[src/rtl/rect_plotter_if.sv]
// Shared widths/payload types and the request + pixel-stream bundle for rect_plotter.
//   master: requester side (drives start/rect_*, observes busy/done and the pixel stream)
//   slave : rect_plotter side
package rect_plotter_pkg;

    localparam int unsigned X_W = 8;
    localparam int unsigned Y_W = 7;
    localparam int unsigned C_W = 3;

    // Latched rectangle-draw request
    typedef struct packed {
        logic [X_W-1:0] x;
        logic [Y_W-1:0] y;
        logic [X_W-1:0] w;
        logic [Y_W-1:0] h;
        logic [C_W-1:0] colour;
    } rect_req_t;

endpackage

interface rect_plotter_if;
    import rect_plotter_pkg::*;

    logic           start;
    logic [X_W-1:0] rect_x;
    logic [Y_W-1:0] rect_y;
    logic [X_W-1:0] rect_w;
    logic [Y_W-1:0] rect_h;
    logic [C_W-1:0] rect_colour;
    logic           busy;
    logic           done;
    logic [X_W-1:0] x_out;
    logic [Y_W-1:0] y_out;
    logic [C_W-1:0] colour_out;
    logic           plot;

    modport master (
        output start, rect_x, rect_y, rect_w, rect_h, rect_colour,
        input  busy, done, x_out, y_out, colour_out, plot
    );

    modport slave (
        input  start, rect_x, rect_y, rect_w, rect_h, rect_colour,
        output busy, done, x_out, y_out, colour_out, plot
    );
endinterface

[src/rtl/rect_plotter.sv]
// Rectangle pixel-stream generator feeding the vga_adapter plot port.
// Accepts one request in IDLE, scans w*h pixels row-major at one per clock
// (clipping off-screen pixels by dropping plot), then pulses done for one cycle.
// Ports:
//   clk    - system clock
//   resetn - asynchronous active-low reset
//   bus    - rect_plotter_if.slave: start/rect_* request, busy/done handshake,
//            x_out/y_out/colour_out/plot pixel stream (all outputs registered)
module rect_plotter
    import rect_plotter_pkg::*;
#(
    parameter int unsigned SCREEN_W = 160,
    parameter int unsigned SCREEN_H = 120
) (
    input  logic          clk,
    input  logic          resetn,
    rect_plotter_if.slave bus
);

    typedef enum logic [1:0] {IDLE, DRAW, DONE} state_t;

    state_t         state_q, state_n;
    rect_req_t      req_q, req_n;
    logic [X_W-1:0] col_q, col_n;
    logic [Y_W-1:0] row_q, row_n;
    logic [X_W-1:0] x_q, x_n;
    logic [Y_W-1:0] y_q, y_n;
    logic [C_W-1:0] colour_q, colour_n;
    logic           plot_q, plot_n;
    logic           busy_q, busy_n;
    logic           done_q, done_n;

    // Pixel selected for presentation in the next cycle
    logic           emit;
    logic [X_W-1:0] base_x, pix_col;
    logic [Y_W-1:0] base_y, pix_row;
    logic [C_W-1:0] pix_colour;
    logic [X_W:0]   xsum;
    logic [Y_W:0]   ysum;
    logic           last_col, last_row;

    // Next-state, counter and output computation
    always_comb begin
        state_n    = state_q;
        req_n      = req_q;
        col_n      = col_q;
        row_n      = row_q;
        x_n        = '0;
        y_n        = '0;
        colour_n   = '0;
        plot_n     = 1'b0;
        busy_n     = 1'b0;
        done_n     = 1'b0;
        emit       = 1'b0;
        base_x     = req_q.x;
        base_y     = req_q.y;
        pix_col    = col_q;
        pix_row    = row_q;
        pix_colour = req_q.colour;
        xsum       = '0;
        ysum       = '0;
        last_col   = (col_q == req_q.w - X_W'(1));
        last_row   = (row_q == req_q.h - Y_W'(1));

        case (state_q)
            IDLE: begin
                if (bus.start) begin
                    req_n.x      = bus.rect_x;
                    req_n.y      = bus.rect_y;
                    req_n.w      = bus.rect_w;
                    req_n.h      = bus.rect_h;
                    req_n.colour = bus.rect_colour;
                    col_n        = '0;
                    row_n        = '0;
                    busy_n       = 1'b1;
                    if (bus.rect_w == '0 || bus.rect_h == '0) begin
                        state_n = DONE;
                        done_n  = 1'b1;
                    end else begin
                        // First pixel comes straight from the inputs being latched
                        state_n    = DRAW;
                        emit       = 1'b1;
                        base_x     = bus.rect_x;
                        base_y     = bus.rect_y;
                        pix_col    = '0;
                        pix_row    = '0;
                        pix_colour = bus.rect_colour;
                    end
                end
            end
            DRAW: begin
                busy_n = 1'b1;
                if (last_col && last_row) begin
                    state_n = DONE;
                    done_n  = 1'b1;
                end else begin
                    emit = 1'b1;
                    if (last_col) begin
                        col_n = '0;
                        row_n = row_q + Y_W'(1);
                    end else begin
                        col_n = col_q + X_W'(1);
                    end
                    pix_col = col_n;
                    pix_row = row_n;
                end
            end
            DONE: begin
                state_n = IDLE;
                col_n   = '0;
                row_n   = '0;
            end
            default: state_n = IDLE;
        endcase

        // Sums carry one extra bit so wrap-around past the screen edge still clips
        if (emit) begin
            xsum     = (X_W+1)'(base_x) + (X_W+1)'(pix_col);
            ysum     = (Y_W+1)'(base_y) + (Y_W+1)'(pix_row);
            x_n      = xsum[X_W-1:0];
            y_n      = ysum[Y_W-1:0];
            colour_n = pix_colour;
            plot_n   = (xsum < (X_W+1)'(SCREEN_W)) && (ysum < (Y_W+1)'(SCREEN_H));
        end
    end

    // State, counters and registered outputs
    always_ff @(posedge clk or negedge resetn) begin
        if (!resetn) begin
            state_q  <= IDLE;
            req_q    <= '0;
            col_q    <= '0;
            row_q    <= '0;
            x_q      <= '0;
            y_q      <= '0;
            colour_q <= '0;
            plot_q   <= 1'b0;
            busy_q   <= 1'b0;
            done_q   <= 1'b0;
        end else begin
            state_q  <= state_n;
            req_q    <= req_n;
            col_q    <= col_n;
            row_q    <= row_n;
            x_q      <= x_n;
            y_q      <= y_n;
            colour_q <= colour_n;
            plot_q   <= plot_n;
            busy_q   <= busy_n;
            done_q   <= done_n;
        end
    end

    assign bus.x_out      = x_q;
    assign bus.y_out      = y_q;
    assign bus.colour_out = colour_q;
    assign bus.plot       = plot_q;
    assign bus.busy       = busy_q;
    assign bus.done       = done_q;

endmodule

[src/flat_wrapper.sv]
// flat-port wrapper written by rule: the top's interface ports become plain ports
module rect_plotter_flat import rect_plotter_pkg::*;
#(
    parameter int unsigned SCREEN_W = 160,
    parameter int unsigned SCREEN_H = 120
)
  (clk, resetn, bus_start, bus_rect_x, bus_rect_y, bus_rect_w, bus_rect_h, bus_rect_colour, bus_busy, bus_done, bus_x_out, bus_y_out, bus_colour_out, bus_plot);
  rect_plotter_if bus_i ();
  input  logic clk;
  input  logic resetn;
  input wire logic [$bits(bus_i.start)-1:0] bus_start;
  input wire logic [$bits(bus_i.rect_x)-1:0] bus_rect_x;
  input wire logic [$bits(bus_i.rect_y)-1:0] bus_rect_y;
  input wire logic [$bits(bus_i.rect_w)-1:0] bus_rect_w;
  input wire logic [$bits(bus_i.rect_h)-1:0] bus_rect_h;
  input wire logic [$bits(bus_i.rect_colour)-1:0] bus_rect_colour;
  output wire logic [$bits(bus_i.busy)-1:0] bus_busy;
  output wire logic [$bits(bus_i.done)-1:0] bus_done;
  output wire logic [$bits(bus_i.x_out)-1:0] bus_x_out;
  output wire logic [$bits(bus_i.y_out)-1:0] bus_y_out;
  output wire logic [$bits(bus_i.colour_out)-1:0] bus_colour_out;
  output wire logic [$bits(bus_i.plot)-1:0] bus_plot;
  assign bus_i.start = bus_start;
  assign bus_i.rect_x = bus_rect_x;
  assign bus_i.rect_y = bus_rect_y;
  assign bus_i.rect_w = bus_rect_w;
  assign bus_i.rect_h = bus_rect_h;
  assign bus_i.rect_colour = bus_rect_colour;
  assign bus_busy = bus_i.busy;
  assign bus_done = bus_i.done;
  assign bus_x_out = bus_i.x_out;
  assign bus_y_out = bus_i.y_out;
  assign bus_colour_out = bus_i.colour_out;
  assign bus_plot = bus_i.plot;
  rect_plotter #(.SCREEN_W(SCREEN_W), .SCREEN_H(SCREEN_H)) u_core (.clk(clk), .resetn(resetn), .bus(bus_i));
endmodule
[config.mk]
export PLATFORM = sky130hd
export DESIGN_NAME = rect_plotter_flat
export DESIGN_NICKNAME = d
export VERILOG_FILES = /design/src/rtl/rect_plotter_if.sv /design/src/rtl/rect_plotter.sv /design/src/flat_wrapper.sv
export SDC_FILE = /design/constraint.sdc
export NUM_CORES = 1
export LEC_CHECK = 0
export BUFFER_PORTS_ARGS = -buffer_cell sky130_fd_sc_hd__buf_4
export CAP_MARGIN = 40
export CORE_UTILIZATION = 50
export DETAILED_ROUTE_END_ITERATION = 8
export PLACE_DENSITY = 0.71
export SLEW_MARGIN = 20
export SYNTH_ARGS = -nofsm -noshare
export SYNTH_HDL_FRONTEND = slang
export SYNTH_SLANG_ARGS = --single-unit
[constraint.sdc]
create_clock -name clk -period 6.17 [get_ports clk]
set_input_delay 0.3085 -clock clk [delete_from_list [all_inputs] [get_ports clk]]
set_output_delay 0.3085 -clock clk [all_outputs]
set_load 0.005 [all_outputs]
==> impl_metrics.env <==
export IMPL_synthTopCellsByArea="dfrtp_1, mux2_2, nand2_1"
export IMPL_finalHoldViolCount=0
export IMPL_syn_area_per_cell_um2=9.58
export IMPL_antenna_cells=0
export IMPL_synth_edf_count=0
export IMPL_final_nets=572
export IMPL_worst_setup_path_type="flip-flop to flip-flop"
export IMPL_wl_per_cell_um=15.8
export IMPL_place_area_um2=4940
export IMPL_max_freq_mhz=189
export IMPL_cts_inserted_buffers=9
export IMPL_gp_congestion=0.874
export IMPL_postCtsSetupBuffers=0
export IMPL_synthCells=462
export IMPL_syn_nets=519
export IMPL_syn_to_final_growth_pct=16.8
export IMPL_dp_worst_setup_slack_ns=0.995
export IMPL_drtAntennaViolNets=0
export IMPL_power_net_switching_mw=1.05
export IMPL_coreArea_um2=8380
export IMPL_grt_pass1_wl_mm=16.3
export IMPL_ys_ff_latch=71
export IMPL_routed_wl_mm=9.86
export IMPL_final_setup_viol_count=0
export IMPL_cts_tree="built"
export IMPL_pin_count=57
export IMPL_ys_warn_count=0
export IMPL_leakagePower_nw=2.39
export IMPL_synth_top_cell_area_share=0.401
export IMPL_switching_share=0.399
export IMPL_clock_power_share=0.156
export IMPL_path_cells="inv_1 -> ha_1 -> o21bai_1 -> a2111oi_0 -> o311ai_4 -> o21ai_4 -> and2_1 -> a22o_1 -> ha_1 -> a211oi_1 -> o21bai_1 -> a21oi_1 -> xnor2_1 -> a22o_1 -> a222oi_1 -> a211oi_2"
export IMPL_grt_max_degree=41
export IMPL_place_hpwl_mm=7.04
export IMPL_rows=33
export IMPL_cp_end_kind="flip-flop"
export IMPL_port_buffers=56
export IMPL_worstHoldPathType="input port to flip-flop"
export IMPL_status="completed"
export IMPL_fin_ws_ns=0.880
export IMPL_path_buf_inv=1
export IMPL_globalRouteOverflowTotal=0
export IMPL_worst_pin_slew_ns=0.762
export IMPL_maxSlewViolCount=0
export IMPL_p_int_mw=1.58
export IMPL_cpPeakStageDelay_ns=0.73
export IMPL_comb_power_share=0.513
export IMPL_antenna_found_initial=0
export IMPL_synth_area_leader_cell="dfrtp_1"
export IMPL_min_period_over_period=0.857
export IMPL_fp_dieH_um=96.1
export IMPL_vias=3601
export IMPL_async_flop_share=1.00
export IMPL_slew_headroom=0.479
export IMPL_worstSkewPairLatency_ns=0.35
export IMPL_synth_flop_cell="dfrtp_1"
export IMPL_cp_data_required_time_ns=6.37
export IMPL_p_per_area_nw_per_um2=508
export IMPL_start_util=0.528
export IMPL_routed_via_density=5.77
export IMPL_track_usage=0.234
export IMPL_cpLargestDelayFamily="compound AO/OA/AOI/OAI gates"
export IMPL_cp_start_kind="flip-flop"
export IMPL_cts_repair_resize_count=0
export IMPL_fin_tns_setup_ns=0
export IMPL_yosysUniqueCellTypes=62
export IMPL_syn_area_um2=4430
export IMPL_path_max_fanout=19
export IMPL_final_cell_mix="nand2_1, dfrtp_1, buf_4, mux2_2, nor2_1"
export IMPL_cp_slowest_cell="a2111oi_0"
export IMPL_die_area_um2=9240
export IMPL_drive_above_1_share=0.237
export IMPL_first_pass_iters=4
export IMPL_clock_root_buffer="clkbuf_8"
export IMPL_grt_pass1_vias=3496
export IMPL_cap_violations=0
export IMPL_htree_levels=3
export IMPL_grt_setup_unrepaired="false"
export IMPL_cts_buffer_depth=2
export IMPL_fin_area_um2=5170
export IMPL_fin_skew_ns=0.0109
export IMPL_die_x_um=96.1
export IMPL_cts_sinks=71
export IMPL_seqPwrFrac=0.331
export IMPL_worstPathArrival_ns=5.49
export IMPL_synth_yosys_seq_area_share=0.401
export IMPL_peakVddDrop_v=0.000277
export IMPL_period_needed_ns=5.29
export IMPL_drc_errors=0
export IMPL_hold_buffers=1
export IMPL_clk_pin_slew_ns=0.08
export IMPL_drtIter0Drc=157
## final timing paths
| check | cells after the start | end | slack [ns] | start |
|---|---|---|---|---|
| worst max-delay path | 16 | u_core.bus.plot | 0.88 | u_core.req_q[3] |
| worst min-delay path | 3 | u_core.req_q[11] | 0.17 | bus_rect_w[1] |
| worst max register to register | 16 | u_core.bus.plot | 0.88 | u_core.req_q[3] |
| worst min register to register | 1 | u_core.bus.colour_out[2] | 0.50 | u_core.req_q[2] |
| max in group asynchronous | 3 | u_core.req_q[27] | 5.16 | resetn |
| min in group asynchronous | 2 | u_core.req_q[4] | 0.45 | resetn |
## registers in the layout, indices dropped and copies added, names as in the netlist, 2 cells and up
signal                 count
u_core.bus.x_out           8
u_core.bus.colour_out      3
u_core.state_q             2
u_core.col_q               8
u_core.row_q               7
u_core.bus.y_out           7
u_core.req_q              33
## cell usage after synthesis (3+ instances only)
| master | count |
|---|---|
| a211oi_1 | 9 |
| a21o_1 | 16 |
| a21oi_1 | 16 |
| a22o_1 | 11 |
| and2_1 | 5 |
| buf_2 | 4 |
| clkbuf_1 | 13 |
| dfrtp_1 | 71 |
| ha_1 | 19 |
| inv_1 | 19 |
| mux2_2 | 31 |
| nand2_1 | 71 |
| nand2b_1 | 3 |
| nand3_1 | 17 |
| nand4_1 | 3 |
| nor2_1 | 23 |
| nor2b_1 | 5 |
| nor3_1 | 9 |
| nor4_1 | 6 |
| o211ai_1 | 5 |
| o21ai_0 | 20 |
| o21bai_1 | 7 |
| or3_1 | 7 |
| or4_1 | 7 |
| xnor2_1 | 13 |
| xor2_1 | 10 |
## worst min-delay path: cells and delay by family
kind	cells	cell delay (ns)
AOI/OAI and AO/OA	1	0.06
buffers and inverters	1	0.08
and+or+nand+nor	1	0.04
## final cells by class
cell class                      instances  area, um2
Clock buffer                           11        141
Clock inverter                          4       70.1
Multi-Input combinational cell        351       2490
Sequential cell                        71       1780
Fill cell                             706       3210
Inverter                               20       75.1
Tap cell                              105        131
Timing Repair Buffer                   62        488
## cells by family after synthesis
| group | Yosys count | synth area share |
|---|---|---|
| multiplexers | 31 | 0.0788 |
| adder cells (fa/ha/maj) | 21 | 0.0627 |
| flip-flops | 71 | 0.401 |
| AND/OR/NAND/NOR | 171 | 0.193 |
| buffers and inverters | 40 | 0.0376 |
| XOR/XNOR | 23 | 0.0455 |
| AO/OA/AOI/OAI | 105 | 0.181 |
## through the flow
step / power (mW) / instances / hold slack (ns) / util
finish: 2.63 / 624 / 0.168 / 0.617
global route: 2.84 / 624 / 0.168 / 0.617
CTS: 2.63 / 623 / 0.160 / 0.615
detailed placement: 2.20 / 607 / 0.308 / 0.589
global placement: 2.16 / 606 / 0.470 / 0.587
floorplan: 1.84 / 462 / 0.0129 / -
## power by group through the flow
stage / Combinational, mW / Clock, mW / Sequential [mW]
2_1_floorplan: 1.03 / 0 / 0.808
3_3_place_gp: 1.30 / 0 / 0.866
3_5_place_dp: 1.33 / 0 / 0.877
4_1_cts: 1.34 / 0.419 / 0.869
5_1_grt: 1.51 / 0.438 / 0.899
6_report: 1.35 / 0.410 / 0.869
## per-layer routing
layer / up-vias / GRT usage / routed length, um
met5: - / 0 / 0
met4: 0 / 0.0883 / 205
met3: 15 / 0.0529 / 327
met2: 86 / 0.391 / 4850
met1: 1731 / 0.293 / 4480
li1: 1769 / - / -
No activity file was read; power rests on OpenSTA's default activity.
